<file path="src/rtl/sdram_read_arbiter_if.sv">
// Bundle of requester, SDRAM read-wrapper and response signals around the read arbiter.
// The arbiter uses the slave view; the environment driving it uses the master view.
interface sdram_read_arbiter_if #(
    parameter int NUM_REQ = 2,
    parameter int ADDR_W  = 32,
    parameter int DATA_W  = 32,
    parameter int LEN_W   = 8
);
    logic [NUM_REQ-1:0]        req_valid;
    logic [NUM_REQ-1:0]        req_ready;
    logic [NUM_REQ*ADDR_W-1:0] req_addr;
    logic [NUM_REQ*LEN_W-1:0]  req_len;
    logic                      mem_req_valid;
    logic                      mem_req_ready;
    logic [ADDR_W-1:0]         mem_req_addr;
    logic [LEN_W-1:0]          mem_req_len;
    logic                      mem_rdata_valid;
    logic [DATA_W-1:0]         mem_rdata;
    logic [NUM_REQ-1:0]        rsp_valid;
    logic                      rsp_last;
    logic [DATA_W-1:0]         rsp_data;
    logic                      err_unexpected;

    modport slave (
        input  req_valid, req_addr, req_len, mem_req_ready, mem_rdata_valid, mem_rdata,
        output req_ready, mem_req_valid, mem_req_addr, mem_req_len,
               rsp_valid, rsp_last, rsp_data, err_unexpected
    );

    modport master (
        output req_valid, req_addr, req_len, mem_req_ready, mem_rdata_valid, mem_rdata,
        input  req_ready, mem_req_valid, mem_req_addr, mem_req_len,
               rsp_valid, rsp_last, rsp_data, err_unexpected
    );
endinterface

</file>
<file path="src/rtl/sdram_read_arbiter.sv">
// Round-robin sharing of one SDRAM burst-read port among NUM_REQ requesters; returning
// beats are steered to their issuer through an in-order {id, len} tag FIFO.
module sdram_read_arbiter #(
    parameter int NUM_REQ         = 2,
    parameter int ADDR_W          = 32,
    parameter int DATA_W          = 32,
    parameter int LEN_W           = 8,
    parameter int MAX_OUTSTANDING = 4
) (
    input logic                 clk,
    input logic                 rst,
    sdram_read_arbiter_if.slave bus
);
    localparam int IDX_W = (NUM_REQ > 1) ? $clog2(NUM_REQ) : 1;
    localparam int PTR_W = (MAX_OUTSTANDING > 1) ? $clog2(MAX_OUTSTANDING) : 1;
    localparam int CNT_W = $clog2(MAX_OUTSTANDING + 1);
    localparam logic [CNT_W-1:0] CNT_FULL = CNT_W'(MAX_OUTSTANDING);
    localparam logic [PTR_W-1:0] PTR_LAST = PTR_W'(MAX_OUTSTANDING - 1);
    localparam logic [IDX_W:0]   NUM_EXT  = (IDX_W + 1)'(NUM_REQ);

    typedef enum logic {IDLE, ISSUE} state_e;

    state_e             state_q, state_d;
    logic [IDX_W-1:0]   rr_q, rr_d;
    logic [IDX_W-1:0]   gnt_id_q, gnt_id_d;
    logic [ADDR_W-1:0]  addr_q, addr_d;
    logic [LEN_W-1:0]   len_q, len_d;
    logic [CNT_W-1:0]   cnt_q, cnt_d;
    logic [PTR_W-1:0]   wr_ptr_q, wr_ptr_d;
    logic [PTR_W-1:0]   rd_ptr_q, rd_ptr_d;
    logic [LEN_W-1:0]   beat_q, beat_d;
    logic [NUM_REQ-1:0] rsp_valid_q, rsp_valid_d;
    logic               rsp_last_q, rsp_last_d;
    logic [DATA_W-1:0]  rsp_data_q, rsp_data_d;
    logic               err_q, err_d;

    logic [IDX_W-1:0]   id_mem  [MAX_OUTSTANDING];
    logic [LEN_W-1:0]   len_mem [MAX_OUTSTANDING];

    logic [ADDR_W-1:0]    addr_arr [NUM_REQ];
    logic [LEN_W-1:0]     len_arr  [NUM_REQ];
    logic [2*NUM_REQ-1:0] req_dbl;
    logic [NUM_REQ-1:0]   req_rot;
    logic [IDX_W-1:0]     win_off;
    logic [IDX_W:0]       win_sum;
    logic [IDX_W-1:0]     win_id;
    logic                 win_found;
    logic                 grant_en;
    logic                 push;
    logic                 pop;
    logic                 beat_hit;
    logic                 beat_last;
    logic [IDX_W-1:0]     head_id;
    logic [LEN_W-1:0]     head_len;
    logic [NUM_REQ-1:0]   rsp_sel;

    function automatic logic [PTR_W-1:0] ptr_inc(input logic [PTR_W-1:0] p);
        return (p == PTR_LAST) ? '0 : p + 1'b1;
    endfunction

    for (genvar gi = 0; gi < NUM_REQ; gi++) begin : g_lane
        assign addr_arr[gi]      = bus.req_addr[gi*ADDR_W +: ADDR_W];
        assign len_arr[gi]       = bus.req_len[gi*LEN_W +: LEN_W];
        assign bus.req_ready[gi] = grant_en && (win_id == IDX_W'(gi));
        assign rsp_sel[gi]       = (head_id == IDX_W'(gi));
    end

    // Rotate the request vector so that bit 0 is the requester at the RR pointer.
    assign req_dbl = {bus.req_valid, bus.req_valid};
    assign req_rot = NUM_REQ'(req_dbl >> rr_q);

    always_comb begin
        win_found = 1'b0;
        win_off   = '0;
        for (int k = NUM_REQ - 1; k >= 0; k--) begin
            if (req_rot[k]) begin
                win_found = 1'b1;
                win_off   = IDX_W'(k);
            end
        end
    end

    assign win_sum  = {1'b0, rr_q} + {1'b0, win_off};
    assign win_id   = (win_sum >= NUM_EXT) ? IDX_W'(win_sum - NUM_EXT) : IDX_W'(win_sum);
    // A granted command already owns its FIFO slot, so only pushed entries count here.
    assign grant_en = !rst && (state_q == IDLE) && win_found && (cnt_q != CNT_FULL);
    assign push     = (state_q == ISSUE) && bus.mem_req_ready;

    always_comb begin
        state_d  = state_q;
        rr_d     = rr_q;
        gnt_id_d = gnt_id_q;
        addr_d   = addr_q;
        len_d    = len_q;
        case (state_q)
            IDLE: begin
                if (grant_en) begin
                    gnt_id_d = win_id;
                    addr_d   = addr_arr[win_id];
                    len_d    = len_arr[win_id];
                    state_d  = ISSUE;
                end
            end
            ISSUE: begin
                if (push) begin
                    rr_d    = (gnt_id_q == IDX_W'(NUM_REQ - 1)) ? '0 : gnt_id_q + 1'b1;
                    state_d = IDLE;
                end
            end
            default: state_d = IDLE;
        endcase
    end

    assign head_id   = id_mem[rd_ptr_q];
    assign head_len  = len_mem[rd_ptr_q];
    assign beat_hit  = bus.mem_rdata_valid && (cnt_q != '0);
    assign beat_last = (beat_q == head_len);
    assign pop       = beat_hit && beat_last;

    always_comb begin
        rsp_valid_d = '0;
        rsp_last_d  = 1'b0;
        rsp_data_d  = rsp_data_q;
        beat_d      = beat_q;
        err_d       = err_q | (bus.mem_rdata_valid && (cnt_q == '0));
        wr_ptr_d    = push ? ptr_inc(wr_ptr_q) : wr_ptr_q;
        rd_ptr_d    = pop ? ptr_inc(rd_ptr_q) : rd_ptr_q;
        cnt_d       = cnt_q + CNT_W'(push) - CNT_W'(pop);
        if (beat_hit) begin
            rsp_valid_d = rsp_sel;
            rsp_last_d  = beat_last;
            rsp_data_d  = bus.mem_rdata;
            beat_d      = beat_last ? '0 : beat_q + 1'b1;
        end
    end

    always_ff @(posedge clk) begin
        if (push) begin
            id_mem[wr_ptr_q]  <= gnt_id_q;
            len_mem[wr_ptr_q] <= len_q;
        end
    end

    always_ff @(posedge clk or posedge rst) begin
        if (rst) begin
            state_q     <= IDLE;
            rr_q        <= '0;
            gnt_id_q    <= '0;
            addr_q      <= '0;
            len_q       <= '0;
            cnt_q       <= '0;
            wr_ptr_q    <= '0;
            rd_ptr_q    <= '0;
            beat_q      <= '0;
            rsp_valid_q <= '0;
            rsp_last_q  <= 1'b0;
            rsp_data_q  <= '0;
            err_q       <= 1'b0;
        end else begin
            state_q     <= state_d;
            rr_q        <= rr_d;
            gnt_id_q    <= gnt_id_d;
            addr_q      <= addr_d;
            len_q       <= len_d;
            cnt_q       <= cnt_d;
            wr_ptr_q    <= wr_ptr_d;
            rd_ptr_q    <= rd_ptr_d;
            beat_q      <= beat_d;
            rsp_valid_q <= rsp_valid_d;
            rsp_last_q  <= rsp_last_d;
            rsp_data_q  <= rsp_data_d;
            err_q       <= err_d;
        end
    end

    assign bus.mem_req_valid  = (state_q == ISSUE);
    assign bus.mem_req_addr   = addr_q;
    assign bus.mem_req_len    = len_q;
    assign bus.rsp_valid      = rsp_valid_q;
    assign bus.rsp_last       = rsp_last_q;
    assign bus.rsp_data       = rsp_data_q;
    assign bus.err_unexpected = err_q;
endmodule

</file>
<file path="src/flat_wrapper.sv">
// flat-port wrapper written by rule: the top's interface ports become plain ports
module sdram_read_arbiter_flat 
#(
    parameter int NUM_REQ         = 2,
    parameter int ADDR_W          = 32,
    parameter int DATA_W          = 32,
    parameter int LEN_W           = 8,
    parameter int MAX_OUTSTANDING = 4
)
  (clk, rst, bus_req_valid, bus_req_addr, bus_req_len, bus_mem_req_ready, bus_mem_rdata_valid, bus_mem_rdata, bus_req_ready, bus_mem_req_valid, bus_mem_req_addr, bus_mem_req_len, bus_rsp_valid, bus_rsp_last, bus_rsp_data, bus_err_unexpected);
  sdram_read_arbiter_if #(.NUM_REQ(NUM_REQ), .ADDR_W(ADDR_W), .DATA_W(DATA_W), .LEN_W(LEN_W)) bus_i ();
  input logic clk;
  input logic rst;
  input wire logic [$bits(bus_i.req_valid)-1:0] bus_req_valid;
  input wire logic [$bits(bus_i.req_addr)-1:0] bus_req_addr;
  input wire logic [$bits(bus_i.req_len)-1:0] bus_req_len;
  input wire logic [$bits(bus_i.mem_req_ready)-1:0] bus_mem_req_ready;
  input wire logic [$bits(bus_i.mem_rdata_valid)-1:0] bus_mem_rdata_valid;
  input wire logic [$bits(bus_i.mem_rdata)-1:0] bus_mem_rdata;
  output wire logic [$bits(bus_i.req_ready)-1:0] bus_req_ready;
  output wire logic [$bits(bus_i.mem_req_valid)-1:0] bus_mem_req_valid;
  output wire logic [$bits(bus_i.mem_req_addr)-1:0] bus_mem_req_addr;
  output wire logic [$bits(bus_i.mem_req_len)-1:0] bus_mem_req_len;
  output wire logic [$bits(bus_i.rsp_valid)-1:0] bus_rsp_valid;
  output wire logic [$bits(bus_i.rsp_last)-1:0] bus_rsp_last;
  output wire logic [$bits(bus_i.rsp_data)-1:0] bus_rsp_data;
  output wire logic [$bits(bus_i.err_unexpected)-1:0] bus_err_unexpected;
  assign bus_i.req_valid = bus_req_valid;
  assign bus_i.req_addr = bus_req_addr;
  assign bus_i.req_len = bus_req_len;
  assign bus_i.mem_req_ready = bus_mem_req_ready;
  assign bus_i.mem_rdata_valid = bus_mem_rdata_valid;
  assign bus_i.mem_rdata = bus_mem_rdata;
  assign bus_req_ready = bus_i.req_ready;
  assign bus_mem_req_valid = bus_i.mem_req_valid;
  assign bus_mem_req_addr = bus_i.mem_req_addr;
  assign bus_mem_req_len = bus_i.mem_req_len;
  assign bus_rsp_valid = bus_i.rsp_valid;
  assign bus_rsp_last = bus_i.rsp_last;
  assign bus_rsp_data = bus_i.rsp_data;
  assign bus_err_unexpected = bus_i.err_unexpected;
  sdram_read_arbiter #(.NUM_REQ(NUM_REQ), .ADDR_W(ADDR_W), .DATA_W(DATA_W), .LEN_W(LEN_W), .MAX_OUTSTANDING(MAX_OUTSTANDING)) u_core (.clk(clk), .rst(rst), .bus(bus_i));
endmodule
</file>
<file path="config.mk">
export PLATFORM = sky130hd
export DESIGN_NAME = sdram_read_arbiter_flat
export DESIGN_NICKNAME = d
export VERILOG_FILES = /design/src/rtl/sdram_read_arbiter_if.sv /design/src/rtl/sdram_read_arbiter.sv /design/src/flat_wrapper.sv
export SDC_FILE = /design/constraint.sdc
export NUM_CORES = 1
export LEC_CHECK = 0
export ABC_AREA = 1
export CELL_PAD_IN_SITES_DETAIL_PLACEMENT = 1
export CELL_PAD_IN_SITES_GLOBAL_PLACEMENT = 2
export CORE_UTILIZATION = 28
export DETAILED_ROUTE_END_ITERATION = 6
export PLACE_DENSITY = 0.89
export SYNTH_ARGS = -nofsm -noshare
export SYNTH_HDL_FRONTEND = slang
export SYNTH_SLANG_ARGS = --single-unit
</file>
<file path="constraint.sdc">
create_clock -name clk -period 15.1 [get_ports clk]
set_input_delay 3.02 -clock clk [delete_from_list [all_inputs] [get_ports clk]]
set_output_delay 3.02 -clock clk [all_outputs]
set_load 0.01 [all_outputs]
</file>
==> results.cfg <==
[sta]
finalSetupViolations = 0
hold_slack_ns = 0.475
fin_crit_ns = 8.44
worstMarginPinSlew_ns = 0.967
rsz0062_at_grt = false
slew_viol_final = 0
clock.fmax_ghz = 0.118
finalSetupTns_ns = 0
relSlewSlack = 0.353
hold_viol = 0
fin_crit_sh = 0.559
skew_ns = 0.00537

[critical_path]
cp-startpoint = rst
cp.required_ns = 12.08
r2r_slack_ns = 11.61
path_class = in2out
setup.worst_path.start_class = input pin
critPathCaptureType = primary output
crit_fanout = 47
crit_arrival_ns = 5.42
cp-endpoint = bus_req_ready[1]
r2r_start = u_core.rd_ptr_q[0]
r2r-end = u_core.cnt_q[2]
r2r_cells = 17

[synthesis]
synth_top_area_cell = dfrtp_1
syn_area_um2 = 5570
ys_seq_area_frac = 0.616
synth_area_per_cell_um2 = 8.97
syn-num-nets = 748
synth_top_area_frac = 0.422
synthTopCellsByArea = dfrtp_1 42%, nand2_1 21%, edfxtp_1 19%
yosysWarnings = 0
synth_cell_types = 26
ys_ff_latch = 130
netlist_instances = 621

[finish]
area_delta_synth_final_pct = 50.9
num-nets-final = 945
diodes = 0
multiInputGateArea_um2 = 1890
mostFrequentLayoutCells = 308 x nand2_1, 196 x clkdlybuf4s50_1, 94 x dfrtp_1, 71 x nand3_1, 38 x inv_1
final_util = 0.432
fill_cells = 2247
drive_above_1_share = 0.0495
final_area_um2 = 8410
layout.cells.most_common = nand2_1
seq_area_um2 = 3430

[clock_network]
post_cts_buffers = 0
cts_sinks = 130
root_buffer = clkbuf_16
cts.clk_slew.worst_paths_ns = 0.05
cts_tree = done
clockBufferDepth = 2
clk_latency_ns = 0.41
numCtsBuffers = 17
cts_max_level = 4
ctsHoldBuffers = 0
cts_resized = 0

[route]
num_vias = 4830
viasPerCell = 4.42
finalWirelength_um = 15900
routedWlPerCell_um = 14.6
first_pass_iters = 4
drc = 0
drt_iter0_markers = 162
ant_nets = 0

[pwr]
ir_worst_vdd_mv = 0.0797
power_density_nw_per_um2 = 180
power_mw = 1.51
p_leak_nw = 3.81

[global_route]
first_global_vias = 5143
grt-ovfl-total = 0
grt.total_usage = 0.166
grt_pass1_wl_um = 26000
grt_max_degree = 50
antenna_found_initial = 0

[floorplanning]
rows = 51
die_w_um = 143
core_um2 = 19500
boundaryPins = 197
initial_core_util = 0.286
die_height_um = 143
die_area_um2 = 20500

[placed_design]
place_area_um2 = 7820
place.gp.congestion = 0.713
port_buffers = 196
hpwl_um = 11200

[worst_hold_path]
hold_class = reg2reg

[status]
status = complete, no violations

[flow_run]
maxCapViolations = 0
-- flip-flops by register name (all words and copies together) (netlist names), 2 cells and up --
signal	flops
u_core.len_mem	32
u_core.rd_ptr_q	2
u_core.bus.rsp_valid	2
u_core.cnt_q	3
u_core.beat_q	8
u_core.wr_ptr_q	2
u_core.bus.rsp_data	32
u_core.bus.mem_req_addr	32
u_core.bus.mem_req_len	8
u_core.id_mem	4
-- how the worst min path moves through the flow --
stage,start,endpoint,slack [ns],cells after the start
floorplan,u_core.rr_q,u_core.rr_q,0.47,2
global placement,u_core.bus.rsp_data[20],u_core.bus.rsp_data[20],0.46,2
detailed placement,u_core.bus.rsp_data[13],u_core.bus.rsp_data[13],0.46,2
CTS,u_core.bus.rsp_data[7],u_core.bus.rsp_data[7],0.48,2
global route,u_core.bus.rsp_data[16],u_core.bus.rsp_data[16],0.50,2
finish,u_core.bus.rsp_data[7],u_core.bus.rsp_data[7],0.47,2
-- worst max-delay path, stage by stage --
cell             delay (ns)
clkdlybuf4s50_1        0.44
inv_4                  0.48
o2111ai_4              0.31
nor2_4                 0.14
buf_4                  0.39
clkdlybuf4s50_1        0.62
-- cell type report --
type / count / share of cell area
Clock buffer: 26 / 0.0644
Clock inverter: 3 / 0.00506
Inverter: 41 / 0.0186
Multi-Input combinational cell: 426 / 0.225
Sequential cell: 130 / 0.408
Tap cell: 265 / 0.0394
Timing Repair Buffer: 202 / 0.239
-- power by group --
| group | total, mW | switching (mW) | leakage [nW] | internal [mW] |
|---|---|---|---|---|
| registers | 0.582 | 0.0908 | 1.48 | 0.491 |
| clock network | 0.403 | 0.143 | 0.285 | 0.261 |
| logic | 0.525 | 0.263 | 2.05 | 0.262 |
| total | 1.51 | 0.497 | 3.81 | 1.01 |
-- per-layer routing --
layer  part of all wire  track usage  routed length (µm)
met5                  0            0                   0
met4              0.012       0.0481                 195
met3              0.083       0.0721                1320
met2               0.49        0.282                7790
met1               0.42        0.188                6610
-- cells by family after synthesis --
group,Yosys count,share of synthesized area
buf+inv,65,0.0483
compound gates,11,0.0128
fa+ha+maj,9,0.0216
xor+xnor,4,0.00629
flops,130,0.616
simple gates,402,0.295
-- Yosys cell counts --
cell       count
nand2_1      308
a21oi_1        1
o21ai_0        7
buf_2         14
buf_6          1
nor2_2         1
fa_1           1
ha_1           8
clkbuf_1       8
edfxtp_1      36
xnor2_1        1
xor2_1         3
o2111ai_2      1
o21bai_1       1
buf_1          1
inv_1         39
nand3b_1       1
nand3_4        1
nand3_1       71
nor2_1        12
nand4_1        6
nor3_1         1
nor2_4         1
a32oi_1        1
inv_2          2
dfrtp_1       94
-- stage by stage --
| stage | cells | worst slack, ns |
|---|---|---|
| after floorplan | 621 | 5.86 |
| after global placement | 1064 | 6.59 |
| after detailed placement | 1064 | 6.56 |
| after CTS | 1093 | 6.55 |
| after global routing | 1093 | 6.42 |
| final | 1093 | 6.66 |
Power figures use the tool's default switching activity.
